$ cat src/rtl/mem_arbiter.sv
// Byte-serial arbiter for the unified RAM port: MEM beats IF, each request becomes
// n byte accesses, read bytes are assembled little-endian and returned with a done pulse.
module mem_arbiter #(
  parameter int ADDR_W = 32,
  parameter int DATA_W = 32
) (
  input  logic              clk,
  input  logic              rst,
  input  logic              if_req,
  input  logic [ADDR_W-1:0] if_addr,
  input  logic              if_flush,
  output logic              if_done,
  output logic [DATA_W-1:0] if_rdata,
  input  logic              mem_req,
  input  logic              mem_we,
  input  logic [1:0]        mem_size,
  input  logic [ADDR_W-1:0] mem_addr,
  input  logic [DATA_W-1:0] mem_wdata,
  output logic              mem_done,
  output logic [DATA_W-1:0] mem_rdata,
  output logic              mem_stall_request,
  output logic [ADDR_W-1:0] ram_a,
  output logic              ram_wr,
  output logic [7:0]        ram_dout,
  input  logic [7:0]        ram_din
);

  typedef enum logic [1:0] {IDLE, IF_BUSY, MEM_BUSY} state_t;

  state_t            state_q, state_d;
  logic [2:0]        cnt_q, cnt_d;
  logic [2:0]        n_q, n_d;
  logic [ADDR_W-1:0] addr_q, addr_d;
  logic              we_q, we_d;
  logic [DATA_W-1:0] wdata_q, wdata_d;
  logic [DATA_W-1:0] asm_q, asm_d;
  logic              if_done_q, if_done_d;
  logic              mem_done_q, mem_done_d;
  logic [DATA_W-1:0] if_rdata_q, if_rdata_d;
  logic [DATA_W-1:0] mem_rdata_q, mem_rdata_d;

  logic [2:0] size_n;
  logic [1:0] cap_idx;
  logic       busy;

  assign size_n  = (mem_size == 2'd0) ? 3'd1 : (mem_size == 2'd1) ? 3'd2 : 3'd4;
  // RAM data lags the address by a cycle, so the byte arriving now belongs to cnt-1.
  assign cap_idx = cnt_q[1:0] - 2'd1;
  assign busy    = (state_q != IDLE);

  always_comb begin
    state_d     = state_q;
    cnt_d       = cnt_q;
    n_d         = n_q;
    addr_d      = addr_q;
    we_d        = we_q;
    wdata_d     = wdata_q;
    asm_d       = asm_q;
    if_done_d   = 1'b0;
    mem_done_d  = 1'b0;
    if_rdata_d  = if_rdata_q;
    mem_rdata_d = mem_rdata_q;
    case (state_q)
      IDLE: begin
        // Never accept in a done cycle: requesters need that cycle to drop their request.
        if (!if_done_q && !mem_done_q) begin
          if (mem_req) begin
            state_d = MEM_BUSY;
            addr_d  = mem_addr;
            we_d    = mem_we;
            n_d     = size_n;
            wdata_d = mem_wdata;
            cnt_d   = '0;
            asm_d   = '0;
          end else if (if_req && !if_flush) begin
            state_d = IF_BUSY;
            addr_d  = if_addr;
            we_d    = 1'b0;
            n_d     = 3'd4;
            wdata_d = '0;
            cnt_d   = '0;
            asm_d   = '0;
          end
        end
      end
      default: begin
        if (state_q == IF_BUSY && if_flush) begin
          state_d = IDLE;
          cnt_d   = '0;
        end else begin
          if (cnt_q < n_q) cnt_d = cnt_q + 3'd1;
          if (!we_q && cnt_q != 3'd0) asm_d[{cap_idx, 3'b000} +: 8] = ram_din;
          if (we_q ? (cnt_q == n_q - 3'd1) : (cnt_q == n_q)) begin
            state_d = IDLE;
            cnt_d   = '0;
            if (state_q == IF_BUSY) begin
              if_done_d  = 1'b1;
              if_rdata_d = asm_d;
            end else begin
              mem_done_d  = 1'b1;
              mem_rdata_d = asm_d;
            end
          end
        end
      end
    endcase
  end

  always_ff @(posedge clk or posedge rst) begin
    if (rst) begin
      state_q     <= IDLE;
      cnt_q       <= '0;
      n_q         <= '0;
      addr_q      <= '0;
      we_q        <= 1'b0;
      wdata_q     <= '0;
      asm_q       <= '0;
      if_done_q   <= 1'b0;
      mem_done_q  <= 1'b0;
      if_rdata_q  <= '0;
      mem_rdata_q <= '0;
    end else begin
      state_q     <= state_d;
      cnt_q       <= cnt_d;
      n_q         <= n_d;
      addr_q      <= addr_d;
      we_q        <= we_d;
      wdata_q     <= wdata_d;
      asm_q       <= asm_d;
      if_done_q   <= if_done_d;
      mem_done_q  <= mem_done_d;
      if_rdata_q  <= if_rdata_d;
      mem_rdata_q <= mem_rdata_d;
    end
  end

  assign if_done           = if_done_q;
  assign if_rdata          = if_rdata_q;
  assign mem_done          = mem_done_q;
  assign mem_rdata         = mem_rdata_q;
  assign mem_stall_request = mem_req & ~mem_done_q;
  assign ram_a             = busy ? (addr_q + ADDR_W'(cnt_q)) : '0;
  assign ram_wr            = (state_q == MEM_BUSY) & we_q;
  assign ram_dout          = ram_wr ? wdata_q[{cnt_q[1:0], 3'b000} +: 8] : 8'h00;

endmodule

$ cat config.mk
export PLATFORM = sky130hd
export DESIGN_NAME = mem_arbiter
export DESIGN_NICKNAME = d
export VERILOG_FILES = /design/src/rtl/mem_arbiter.sv
export SDC_FILE = /design/constraint.sdc
export NUM_CORES = 1
export LEC_CHECK = 0
export ABC_AREA = 1
export BUFFER_PORTS_ARGS = -buffer_cell sky130_fd_sc_hd__buf_2
export CORE_MARGIN = 5
export CORE_UTILIZATION = 45
export DETAILED_ROUTE_END_ITERATION = 8
export PLACE_DENSITY = 0.65
export RECOVER_POWER = 50
export SKIP_CTS_REPAIR_TIMING = 1
export SYNTH_ARGS = -nofsm -noshare
export SYNTH_HDL_FRONTEND = slang
export SYNTH_SLANG_ARGS = --single-unit
$ cat constraint.sdc
create_clock -name clk -period 7.7 [get_ports clk]
set_input_delay 1.54 -clock clk [delete_from_list [all_inputs] [get_ports clk]]
set_output_delay 1.54 -clock clk [all_outputs]
set_load 0.02 [all_outputs]
==> flow_summary.yaml, run 1 <==
timing:
  setup_total_neg_slack_ps: 0
  fmax_mhz: 208.5
  worst_pin_slew_ps: 4656
  final-setup-viol-count: 0
  maxSlewHeadroom_pct: -212.1
  finalCritPeriodShare_pct: 62.30
  period_needed_ps: 4797
  hold_viol_final: 0
  rsz0062_at_grt: "false"
  timing_max_transition_violations_final: 109
  finalClockSkew_ps: 9.510
worst_setup_path:
  r2r_start: "cnt_q[0]"
  timing.critical_path.arrival_ps: 3260
  worst-path-max-fanout: 24
  cp-start-kind: "flip-flop"
  worstPathRequired_ps: 6160
  reg2regPathDepth: 7
  r2r_setup_slack_ps: 4590
  r2r_end: "asm_q[3]"
  setup.worst_path.end_class: "output pin"
  setup.worst_path.class: "reg -> out"
final_layout:
  layout.cells.most_common_list: "sky130_fd_sc_hd__nand2_1, sky130_fd_sc_hd__dfrtp_1, sky130_fd_sc_hd__buf_2, sky130_fd_sc_hd__nor2_1, sky130_fd_sc_hd__o21ai_0"
  area.sequential_um2: 4279
  most_common_cell_after_layout_fill_and_taps_aside: "sky130_fd_sc_hd__nand2_1"
  post_route_cells_drive_above_1_share_pct: 18.16
  number_of_nets_in_the_layout: 1429
  postLayoutCellArea_um2: 10620
  multi_input_gate_area_in_the_final_layout_um2: 3895
  post-route-util_pct: 54.55
  fillerInstances: 1912
  syn_to_final_growth_pct: 19.09
pwr:
  cell_pwr_density_nw_per_um2: 392.7
  power.leakage_nw: 5.094
  sequentialPowerShare_pct: 35.6
  power.share.clock_pct: 22.3
  design_power_total_mw: 4.169
  switching_share_pct: 44.69
  p_comb_share_pct: 42.0
  internal_power_mw: 2.306
  power.ir.vdd_worst_mv: 0.2139
  power.switching_mw: 1.863
status:
  violations: "capacitance limit, slew limit"
  status: "finished, violations left"
synthesis:
  postSynthCellCount: 1112
  synthDistinctLibCells: 35
  synth.yosys.warnings: 0
  synth-seq-cells: 171
  synthesis.nets: 1238
  netlist_area_um2: 8915
  synth.yosys.seq_area_share_pct: 48.00
  syn-mean-instance-area_um2: 8.017
drt:
  initialDrtViolationCount: 510
  routed_wl_mm: 24.57
  vias: 8082
  route.antenna.remaining_nets: 0
  drt_drc_violations_left: 0
  detailed_router_iteration_count_before_antenna_repair: 5
  routed_wire_length_per_instance_um: 15.53
  vias_per_cell: 5.109
min_path:
  holdCritStartpoint: "if_rdata[2]"
  whs_path_depth: 2
  hold-path-endpoint: "if_rdata[2]"
  worst_hold_path_type: "reg -> reg"
floorplanning:
  floorplan.rows: 51
  fp.dieArea_um2: 22730
  pin_count: 220
  width_of_the_chip_um: 150.8
  die_height_um: 150.8
  floorplan.core_area_um2: 19460
  initial_core_util_pct: 45.81
global_route:
  globalRoute.totalOverflow: 0
  track_usage_pct: 21.89
  maximum_number_of_pins_on_one_net_before_global_route_repair: 109
  first_global_vias: 7879
  first_pass_grt_wire_length_mm: 39.65
  antenna_found_initial: 1
placed_design:
  dp_hpwl_mm: 17.49
  place.gp.congestion: 0.8898
  dpl_cell_area_um2: 10070
  placement.io_buffers: 219
clocking:
  cts_made_buffers: 17
  ctsRootBufferMaster: "sky130_fd_sc_hd__clkbuf_16"
  clk_transition_reported_paths_ps: 70
  clock_latency_ps: 440
  tritoncts: "built"
  cts_max_path_buffers: 2
  cts_num_sinks: 171
  cts_htree_levels: 4
job:
  max_cap_viol_count: 1
[power groups by stage]
stage | combinational [mW] | sequential [mW] | clock (mW)
final | 1.75 | 1.49 | 0.932
after global routing | 1.97 | 1.53 | 0.986
after CTS | 1.80 | 1.48 | 0.944
after detailed placement | 1.79 | 1.49 | 0
after global placement | 1.77 | 1.49 | 0
after floorplan | 1.20 | 1.56 | 0
[worst max-delay path by stage]
stage | start | endpoint | slack [ps] | cells past startpoint
final | cnt_q[0] | ram_a[22] | 2900 | 12
after global routing | rst | addr_q[12] | 2090 | 3
after CTS | cnt_q[0] | ram_a[22] | 2900 | 12
after detailed placement | mem_req | mem_stall_request | 3260 | 4
after global placement | mem_req | mem_stall_request | 3290 | 4
after floorplan | rst | addr_q[0] | 1530 | 1
[synthesized netlist by cell type]
library cell                 n  share of area [%]
sky130_fd_sc_hd__nand2_1   284                 12
sky130_fd_sc_hd__dfrtp_1   171                 48
sky130_fd_sc_hd__nor2_1    137                5.8
sky130_fd_sc_hd__o21ai_0   121                6.8
sky130_fd_sc_hd__inv_1     103                4.3
sky130_fd_sc_hd__a21oi_1    56                3.1
sky130_fd_sc_hd__nand3_1    39                2.2
sky130_fd_sc_hd__o31ai_2    26                3.6
sky130_fd_sc_hd__o22ai_1    25                1.8
sky130_fd_sc_hd__buf_2      17               0.95
sky130_fd_sc_hd__clkbuf_1   16               0.67
sky130_fd_sc_hd__a22o_1     15                1.5
sky130_fd_sc_hd__ha_1       13                1.8
sky130_fd_sc_hd__nor3_1     12               0.67
sky130_fd_sc_hd__inv_2      10               0.42
sky130_fd_sc_hd__buf_4       9               0.76
sky130_fd_sc_hd__buf_6       9                1.1
sky130_fd_sc_hd__a21boi_0    8               0.67
sky130_fd_sc_hd__nand4_1     6               0.42
sky130_fd_sc_hd__o31ai_1     6               0.51
sky130_fd_sc_hd__nor2_4      5               0.63
sky130_fd_sc_hd__o21ai_1     5               0.28
sky130_fd_sc_hd__xnor2_1     3               0.29
sky130_fd_sc_hd__nand2_2     2               0.14
sky130_fd_sc_hd__nand3_2     2               0.22
sky130_fd_sc_hd__nor3b_1     2               0.17
sky130_fd_sc_hd__xor2_1      2               0.20
sky130_fd_sc_hd__a21oi_4     1               0.18
sky130_fd_sc_hd__a31oi_1     1              0.070
sky130_fd_sc_hd__and3_1      1              0.070
sky130_fd_sc_hd__fa_1        1               0.22
sky130_fd_sc_hd__inv_4       1              0.070
sky130_fd_sc_hd__nor2_2      1              0.070
sky130_fd_sc_hd__nor3_4      1               0.18
sky130_fd_sc_hd__o21a_1      1              0.084
[flip-flops by register name, summed over array words and instances, names as in the netlist]
name       cells
addr_q        32
mem_rdata     32
asm_q         32
if_done        1
state_q        2
mem_done       1
cnt_q          3
n_q            3
if_rdata      32
wdata_q       32
we_q           1
[layout make-up]
cell class                 instances  share of cell area [%]
sequential                       171                   40.31
multi-input combinational        776                   36.69
antenna                            1                 0.02357
timing repair buffer             223                   9.829
inverter                         114                   4.066
tap                              265                   3.123
clock inverter                    12                   1.662
clock buffer                      20                   4.302
[worst max-delay path, cell delays in order (launching register included)]
cell,delay [ps]
sky130_fd_sc_hd__dfrtp_1,840
sky130_fd_sc_hd__ha_1,280
sky130_fd_sc_hd__inv_1,60
sky130_fd_sc_hd__fa_1,380
sky130_fd_sc_hd__inv_1,60
sky130_fd_sc_hd__nand2_1,60
sky130_fd_sc_hd__nand2_1,70
sky130_fd_sc_hd__nand2_1,110
sky130_fd_sc_hd__nor2_1,410
sky130_fd_sc_hd__nand3_1,150
sky130_fd_sc_hd__o21ai_0,180
sky130_fd_sc_hd__a21oi_1,60
sky130_fd_sc_hd__buf_2,160
[cell families after synthesis]
group | after synthesis | share of synthesized area [%]
buffers and inverters | 165 | 8.351
AOI/OAI and AO/OA | 265 | 18.61
xor gates and xnor gates | 5 | 0.4913
and+or+nand+nor | 492 | 22.50
DFF | 171 | 48.00
adders and majority gates | 14 | 2.049
[per-layer routing]
| layer | up-vias | global-route usage [%] | routed length, um |
|---|---|---|---|
| li1 | 4030 | - | - |
| met1 | 3756 | 30.43 | 11160 |
| met2 | 263 | 34.14 | 11330 |
| met3 | 31 | 5.057 | 1607 |
| met4 | 2 | 6.800 | 458 |
| met5 | - | 0 | 7 |
[per-stage QoR]
stage | worst slack, ps | hold slack [ps] | instances
floorplan | 1528 | 443.6 | 1112
global placement | 3289 | 459.6 | 1549
detailed placement | 3256 | 463.1 | 1549
CTS | 2897 | 480.8 | 1581
global route | 2087 | 505.8 | 1581
finish | 2903 | 479.9 | 1582
Power figures use the tool's default switching activity.
==> run 2, diff against run 1 <==
--- a/config.mk
+++ b/config.mk
@@ -5,7 +5,7 @@
 export SDC_FILE = /design/constraint.sdc
 export NUM_CORES = 1
 export LEC_CHECK = 0
-export ABC_AREA = 1
+export ABC_AREA = 0
 export BUFFER_PORTS_ARGS = -buffer_cell sky130_fd_sc_hd__buf_2
 export CORE_MARGIN = 5
 export CORE_UTILIZATION = 45
==> constraint.sdc (replaced) <==
create_clock -name clk -period 4.8 [get_ports clk]
set_input_delay 0.96 -clock clk [delete_from_list [all_inputs] [get_ports clk]]
set_output_delay 0.96 -clock clk [all_outputs]
set_load 0.02 [all_outputs]
==> flow_summary.yaml, run 2 <==
timing:
  final-setup-viol-count: 0
  period_needed_ps: 4250
  worst_hold_slack_ps: 474.4
  worst_pin_slew_ps: 2281
  setup_total_neg_slack_ps: 0
  maxSlewHeadroom_pct: -52.06
  hold_viol_final: 0
  finalClockSkew_ps: 10.84
  timing_max_transition_violations_final: 172
  finalCritPeriodShare_pct: 88.53
  rsz0062_at_grt: "false"
  fmax_mhz: 235.3
drt:
  vias_per_cell: 5.137
  routed_wl_mm: 21.61
  drt_drc_violations_left: 0
  route.antenna.remaining_nets: 0
  vias: 6945
  routed_wire_length_per_instance_um: 15.99
  detailed_router_iteration_count_before_antenna_repair: 5
  initialDrtViolationCount: 386
synthesis:
  async_reset_ff_share_pct: 100.0
  synth_largest_type_area_fraction_pct: 48.89
  synthTopCellsByCount: "sky130_fd_sc_hd__dfrtp_1, sky130_fd_sc_hd__nand2_1, sky130_fd_sc_hd__o21ai_0, sky130_fd_sc_hd__mux2i_1, sky130_fd_sc_hd__inv_1"
  synthDistinctLibCells: 63
  post-synth-top-area-cell: "sky130_fd_sc_hd__dfrtp_1"
  count_leader_synth: "sky130_fd_sc_hd__dfrtp_1"
  synth.yosys.seq_area_share_pct: 48.89
  synth-seq-cells: 171
  synth.yosys.warnings: 0
  postSynthCellCount: 876
  yosys_most_used_dff: "sky130_fd_sc_hd__dfrtp_1"
  synthesis.nets: 1002
  cell_types_with_the_largest_area_share_after_synthesis: "sky130_fd_sc_hd__dfrtp_1, sky130_fd_sc_hd__mux2i_1, sky130_fd_sc_hd__nand2_1, sky130_fd_sc_hd__o21ai_0, sky130_fd_sc_hd__a22o_1"
  netlist_area_um2: 8752
  synth_edf_count: 0
  syn-mean-instance-area_um2: 9.991
final_layout:
  layout.cells.most_common_list: "sky130_fd_sc_hd__dfrtp_1, sky130_fd_sc_hd__buf_2, sky130_fd_sc_hd__nand2_1, sky130_fd_sc_hd__o21ai_0, sky130_fd_sc_hd__mux2i_1"
  most_common_cell_after_layout_fill_and_taps_aside: "sky130_fd_sc_hd__dfrtp_1"
  number_of_nets_in_the_layout: 1199
  fillerInstances: 1794
  syn_to_final_growth_pct: 20.53
  multi_input_gate_area_in_the_final_layout_um2: 4058
  area.sequential_um2: 4279
  post_route_cells_drive_above_1_share_pct: 20.81
worst_setup_path:
  cp-start-kind: "flip-flop"
  crit_path_cell_trace: "buf_4, inv_1, fa_1, nand2b_1, a211o_1, or4_1, a21oi_1, buf_2"
  worst-path-max-fanout: 16
  setup.worst_path.end_class: "output pin"
  timing.critical_path.arrival_ps: 3290
  slowest_stage_cell_on_the_critical_path: "sky130_fd_sc_hd__or4_1"
  worstPathRequired_ps: 3840
  setup.worst_path.class: "reg -> out"
  r2r_setup_slack_ps: 1750
  cp_slowest_stage_delay_ps: 560
clocking:
  cts_htree_levels: 4
  tritoncts: "built"
  clock_latency_ps: 430
  ctsRootBufferMaster: "sky130_fd_sc_hd__clkbuf_16"
  cts_made_buffers: 17
  cts_num_sinks: 171
  clk_transition_reported_paths_ps: 70
  cts_max_path_buffers: 2
placed_design:
  dp_hpwl_mm: 15.55
  place.gp.congestion: 0.8240
  placement.io_buffers: 219
global_route:
  maximum_number_of_pins_on_one_net_before_global_route_repair: 172
  first_global_vias: 6734
  globalRoute.totalOverflow: 0
  track_usage_pct: 19.35
  antenna_found_initial: 2
  first_pass_grt_wire_length_mm: 34.60
pwr:
  cell_pwr_density_nw_per_um2: 604.8
  power.switching_mw: 2.751
  p_comb_share_pct: 41.6
  power.share.clock_pct: 20.7
  power.leakage_nw: 4.881
  sequentialPowerShare_pct: 37.8
  internal_power_mw: 3.629
  power.ir.vdd_worst_mv: 0.3436
  switching_share_pct: 43.12
floorplanning:
  width_of_the_chip_um: 149.5
  fp.dieArea_um2: 22340
  floorplan.rows: 51
  pin_count: 220
  die_height_um: 149.5
  floorplan.core_area_um2: 19330
  initial_core_util_pct: 45.27
min_path:
  worst_hold_path_type: "reg -> reg"
job:
  max_cap_viol_count: 1
status:
  violations: "capacitance limit, slew limit"
  status: "finished, violations left"
[run 2: cell count changes in the layout (fill, tap and decap cells not counted), moves of 31 or more]
| cell | previous run | this run |
|---|---|---|
| sky130_fd_sc_hd__mux2i_1 | 0 | 90 |
| sky130_fd_sc_hd__a21oi_1 | 55 | 21 |
| sky130_fd_sc_hd__nor2_1 | 137 | 20 |
| sky130_fd_sc_hd__inv_1 | 102 | 50 |
| sky130_fd_sc_hd__nand2_1 | 284 | 151 |
| sky130_fd_sc_hd__nand3_1 | 39 | 8 |
[run 2: metal layers]
layer / track usage [%] / vias to the layer above / wire (um)
met3: 4.179 / 23 / 1177
met5: 0 / - / 19
met4: 5.400 / 4 / 277
met1: 26.95 / 3268 / 10270
met2: 30.79 / 189 / 9868
li1: - / 3461 / -
[run 2: worst paths after layout]
kind / start / cells past startpoint / endpoint
max: cnt_q[1] / 8 / ram_a[26]
max in group asynchronous: rst / 3 / addr_q[27]
max reg2reg: cnt_q[0] / 7 / if_rdata[27]
min in group asynchronous: rst / 3 / if_done
min: wdata_q[24] / 2 / wdata_q[24]
min reg2reg: wdata_q[24] / 2 / wdata_q[24]
[run 2: area by class of cell]
type                            instances  area share [%]
Multi-Input combinational cell        602           38.47
Inverter                               51           1.850
Sequential cell                       171           40.56
Clock buffer                           20           4.234
Clock inverter                         12           1.079
Tap cell                              265           3.143
Timing Repair Buffer                  230           10.64
Antenna cell                            1         0.02372
[run 2: critical path, delay by kind of cell, from the launching register on]
kind,cells,cell delay (ps)
and+or+nand+nor,2,790
buffers and inverters,3,610
AOI/OAI and AO/OA,2,660
adders and majority gates,1,480
DFF,1,330
[run 2: stage by stage]
stage | total power, mW | setup slack, ps | instances | utilization, % | area (um2)
2_1_floorplan | 4.265 | 1264 | 876 | - | 8756
3_3_place_gp | 5.099 | 1103 | 1319 | 52.07 | 10070
3_5_place_dp | 5.166 | 1011 | 1319 | 52.07 | 10070
4_1_cts | 6.500 | 542.7 | 1351 | 54.97 | 10630
5_1_grt | 6.860 | 357.5 | 1351 | 54.55 | 10550
6_report | 6.380 | 550.5 | 1352 | 54.56 | 10550
[run 2: power by group through the flow]
stage	Clock, mW	Sequential, mW	Combinational [mW]
after floorplan	0	2.61	1.65
after global placement	0	2.41	2.69
after detailed placement	0	2.43	2.74
after CTS	1.35	2.41	2.74
after global routing	1.42	2.49	2.95
final	1.32	2.41	2.65
[run 2: kinds of logic (layout without fill, tap and decap cells)]
family | Yosys count | after routing | synth area share, %
other cells | 0 | 1 | 0
mux | 98 | 98 | 12.35
buf+inv | 103 | 313 | 5.104
fa+ha+maj | 14 | 14 | 2.087
flops | 171 | 171 | 48.89
xor+xnor | 11 | 11 | 1.358
compound gates | 207 | 207 | 14.85
simple gates | 272 | 272 | 15.35
==> run 3, diff against run 2 <==
--- a/config.mk
+++ b/config.mk
@@ -7,6 +7,7 @@
 export LEC_CHECK = 0
 export ABC_AREA = 0
 export BUFFER_PORTS_ARGS = -buffer_cell sky130_fd_sc_hd__buf_2
+export CORE_ASPECT_RATIO = 1.4
 export CORE_MARGIN = 5
 export CORE_UTILIZATION = 45
 export DETAILED_ROUTE_END_ITERATION = 8
==> constraint.sdc (replaced) <==
create_clock -name clk -period 5.4 [get_ports clk]
set_input_delay 1.08 -clock clk [delete_from_list [all_inputs] [get_ports clk]]
set_output_delay 1.08 -clock clk [all_outputs]
set_load 0.02 [all_outputs]
==> flow_summary.yaml, run 3 (same netlist as run 2, synthesis figures left out) <==
pwr:
  cell_pwr_density_nw_per_um2: 541.6
  power.ir.vdd_worst_mv: 0.2806
  power.leakage_nw: 4.900
worst_setup_path:
  timing.critical_path.arrival_ps: 3240
  slowest_stage_cell_on_the_critical_path: "sky130_fd_sc_hd__or4_1"
  setup.worst_path.class: "reg -> out"
  crit_path_cell_trace: "buf_4, inv_1, fa_1, nand2b_1, a211o_1, or4_1, a21oi_1, buf_2"
  r2r_end: "mem_rdata[21]"
  cp-start-kind: "flip-flop"
  reg2regPathDepth: 7
  r2r_start: "cnt_q[0]"
  cp_slowest_stage_delay_ps: 570
  worst-path-max-fanout: 16
  r2r_setup_slack_ps: 2540
  setup.worst_path.end_class: "output pin"
  worstPathRequired_ps: 4320
floorplanning:
  floorplan.rows: 60
  die_height_um: 175.0
  pin_count: 220
  width_of_the_chip_um: 127.9
  initial_core_util_pct: 45.54
  floorplan.core_area_um2: 19220
  fp.dieArea_um2: 22380
final_layout:
  layoutNonFillerInstCount: 1334
  ant_cells: 0
  number_of_nets_in_the_layout: 1199
  syn_to_final_growth_pct: 20.47
  layout.cells.most_common_list: "sky130_fd_sc_hd__dfrtp_1, sky130_fd_sc_hd__buf_2, sky130_fd_sc_hd__nand2_1, sky130_fd_sc_hd__o21ai_0, sky130_fd_sc_hd__mux2i_1"
  postLayoutCellArea_um2: 10540
  most_common_cell_after_layout_fill_and_taps_aside: "sky130_fd_sc_hd__dfrtp_1"
  post_route_cells_drive_above_1_share_pct: 20.90
drt:
  route.antenna.remaining_nets: 0
  drt_drc_violations_left: 0
  vias: 6954
  routed_wl_mm: 21.79
  vias_per_cell: 5.213
  detailed_router_iteration_count_before_antenna_repair: 4
  routed_wire_length_per_instance_um: 16.33
  initialDrtViolationCount: 321
min_path:
  holdCritStartpoint: "wdata_q[10]"
  worst_hold_path_type: "reg -> reg"
  hold-path-endpoint: "wdata_q[10]"
  whs_path_depth: 2
placed_design:
  placement.io_buffers: 219
  dpl_cell_area_um2: 10030
  place.gp.congestion: 0.8126
  place_inst: 1302
  dp_hpwl_mm: 15.63
clocking:
  cts_made_buffers: 17
  cts_max_path_buffers: 2
  cts_htree_levels: 4
  tritoncts: "built"
  ctsRootBufferMaster: "sky130_fd_sc_hd__clkbuf_16"
  clk_transition_reported_paths_ps: 60
  clock_latency_ps: 430
  cts_num_sinks: 171
global_route:
  antenna_found_initial: 1
  first_pass_grt_wire_length_mm: 35.62
  first_global_vias: 7057
  maximum_number_of_pins_on_one_net_before_global_route_repair: 172
  globalRoute.totalOverflow: 0
  track_usage_pct: 19.67
timing:
  period_needed_ps: 4320
  timing_max_transition_violations_final: 172
  hold_viol_final: 0
  setup_total_neg_slack_ps: 0
  final-setup-viol-count: 0
  rsz0062_at_grt: "false"
  fmax_mhz: 231.5
  finalCritPeriodShare_pct: 79.99
  maxSlewHeadroom_pct: -60.25
  finalClockSkew_ps: 12.04
  worst_pin_slew_ps: 2404
status:
  violations: "capacitance limit, slew limit"
  status: "finished, violations left"
job:
  max_cap_viol_count: 1
[run 3: changes by cell type in the layout (fill, tap and decap cells not counted), sizes merged]
| cell | before | now |
|---|---|---|
| bufinv | 1 | 2 |
| clkbuf | 76 | 74 |
| clkinvlp | 4 | 2 |
| clkinv | 4 | 6 |
| inv | 54 | 55 |
| diode | 1 | 0 |
[run 3: metal layers]
metal | vias up | track usage [%] | share of wire [%]
met2 | 165 | 34.13 | 50
met1 | 3297 | 24.22 | 42
met5 | - | 0 | 0.083
li1 | 3463 | - | -
met3 | 27 | 4.098 | 5.3
met4 | 2 | 6.593 | 2.1
[run 3: stage by stage]
step / power [mW] / hold slack [ps] / setup WS (ps) / utilization, %
2_1_floorplan: 3.791 / 444.6 / 1744 / -
3_3_place_gp: 4.516 / 457.0 / 1568 / 52.18
3_5_place_dp: 4.578 / 466.5 / 1532 / 52.18
4_1_cts: 5.829 / 482.3 / 1058 / 55.29
5_1_grt: 6.145 / 499.6 / 888.1 / 54.86
6_report: 5.711 / 479.5 / 1080 / 54.86
[run 3: worst max-delay path by stage]
| stage | cells after the start | start | slack (ps) | end |
|---|---|---|---|---|
| 2_1_floorplan | 7 | cnt_q[1] | 1740 | ram_a[22] |
| 4_1_cts | 8 | cnt_q[1] | 1060 | ram_a[26] |
| 3_5_place_dp | 8 | cnt_q[1] | 1530 | ram_a[26] |
| 3_3_place_gp | 8 | cnt_q[1] | 1570 | ram_a[28] |
| 6_report | 8 | cnt_q[1] | 1080 | ram_a[26] |
| 5_1_grt | 8 | cnt_q[1] | 890 | ram_a[28] |
[run 3: power breakdown]
part           internal [mW]  switching, mW
clock network          0.704          0.540
logic                  0.792           1.54
registers               1.77          0.366
total                   3.26           2.45
[run 3: worst max-delay path: cells and delay by family, from the launching register on]
family	cells	cell delay, ps
flip-flops	1	320
AO/OA/AOI/OAI	2	650
AND/OR/NAND/NOR	2	780
adder cells (fa/ha/maj)	1	470
buffers and inverters	3	590
[run 3: layout make-up]
cell class	instances	area (um2)
fillers	1866	8675
well taps	248	310.3
clock buffers	18	439.2
multi-input cells	602	4053
flip-flops and latches	171	4279
clock inverters	14	157.7
repair buffers	230	1110
inverters	51	195.2
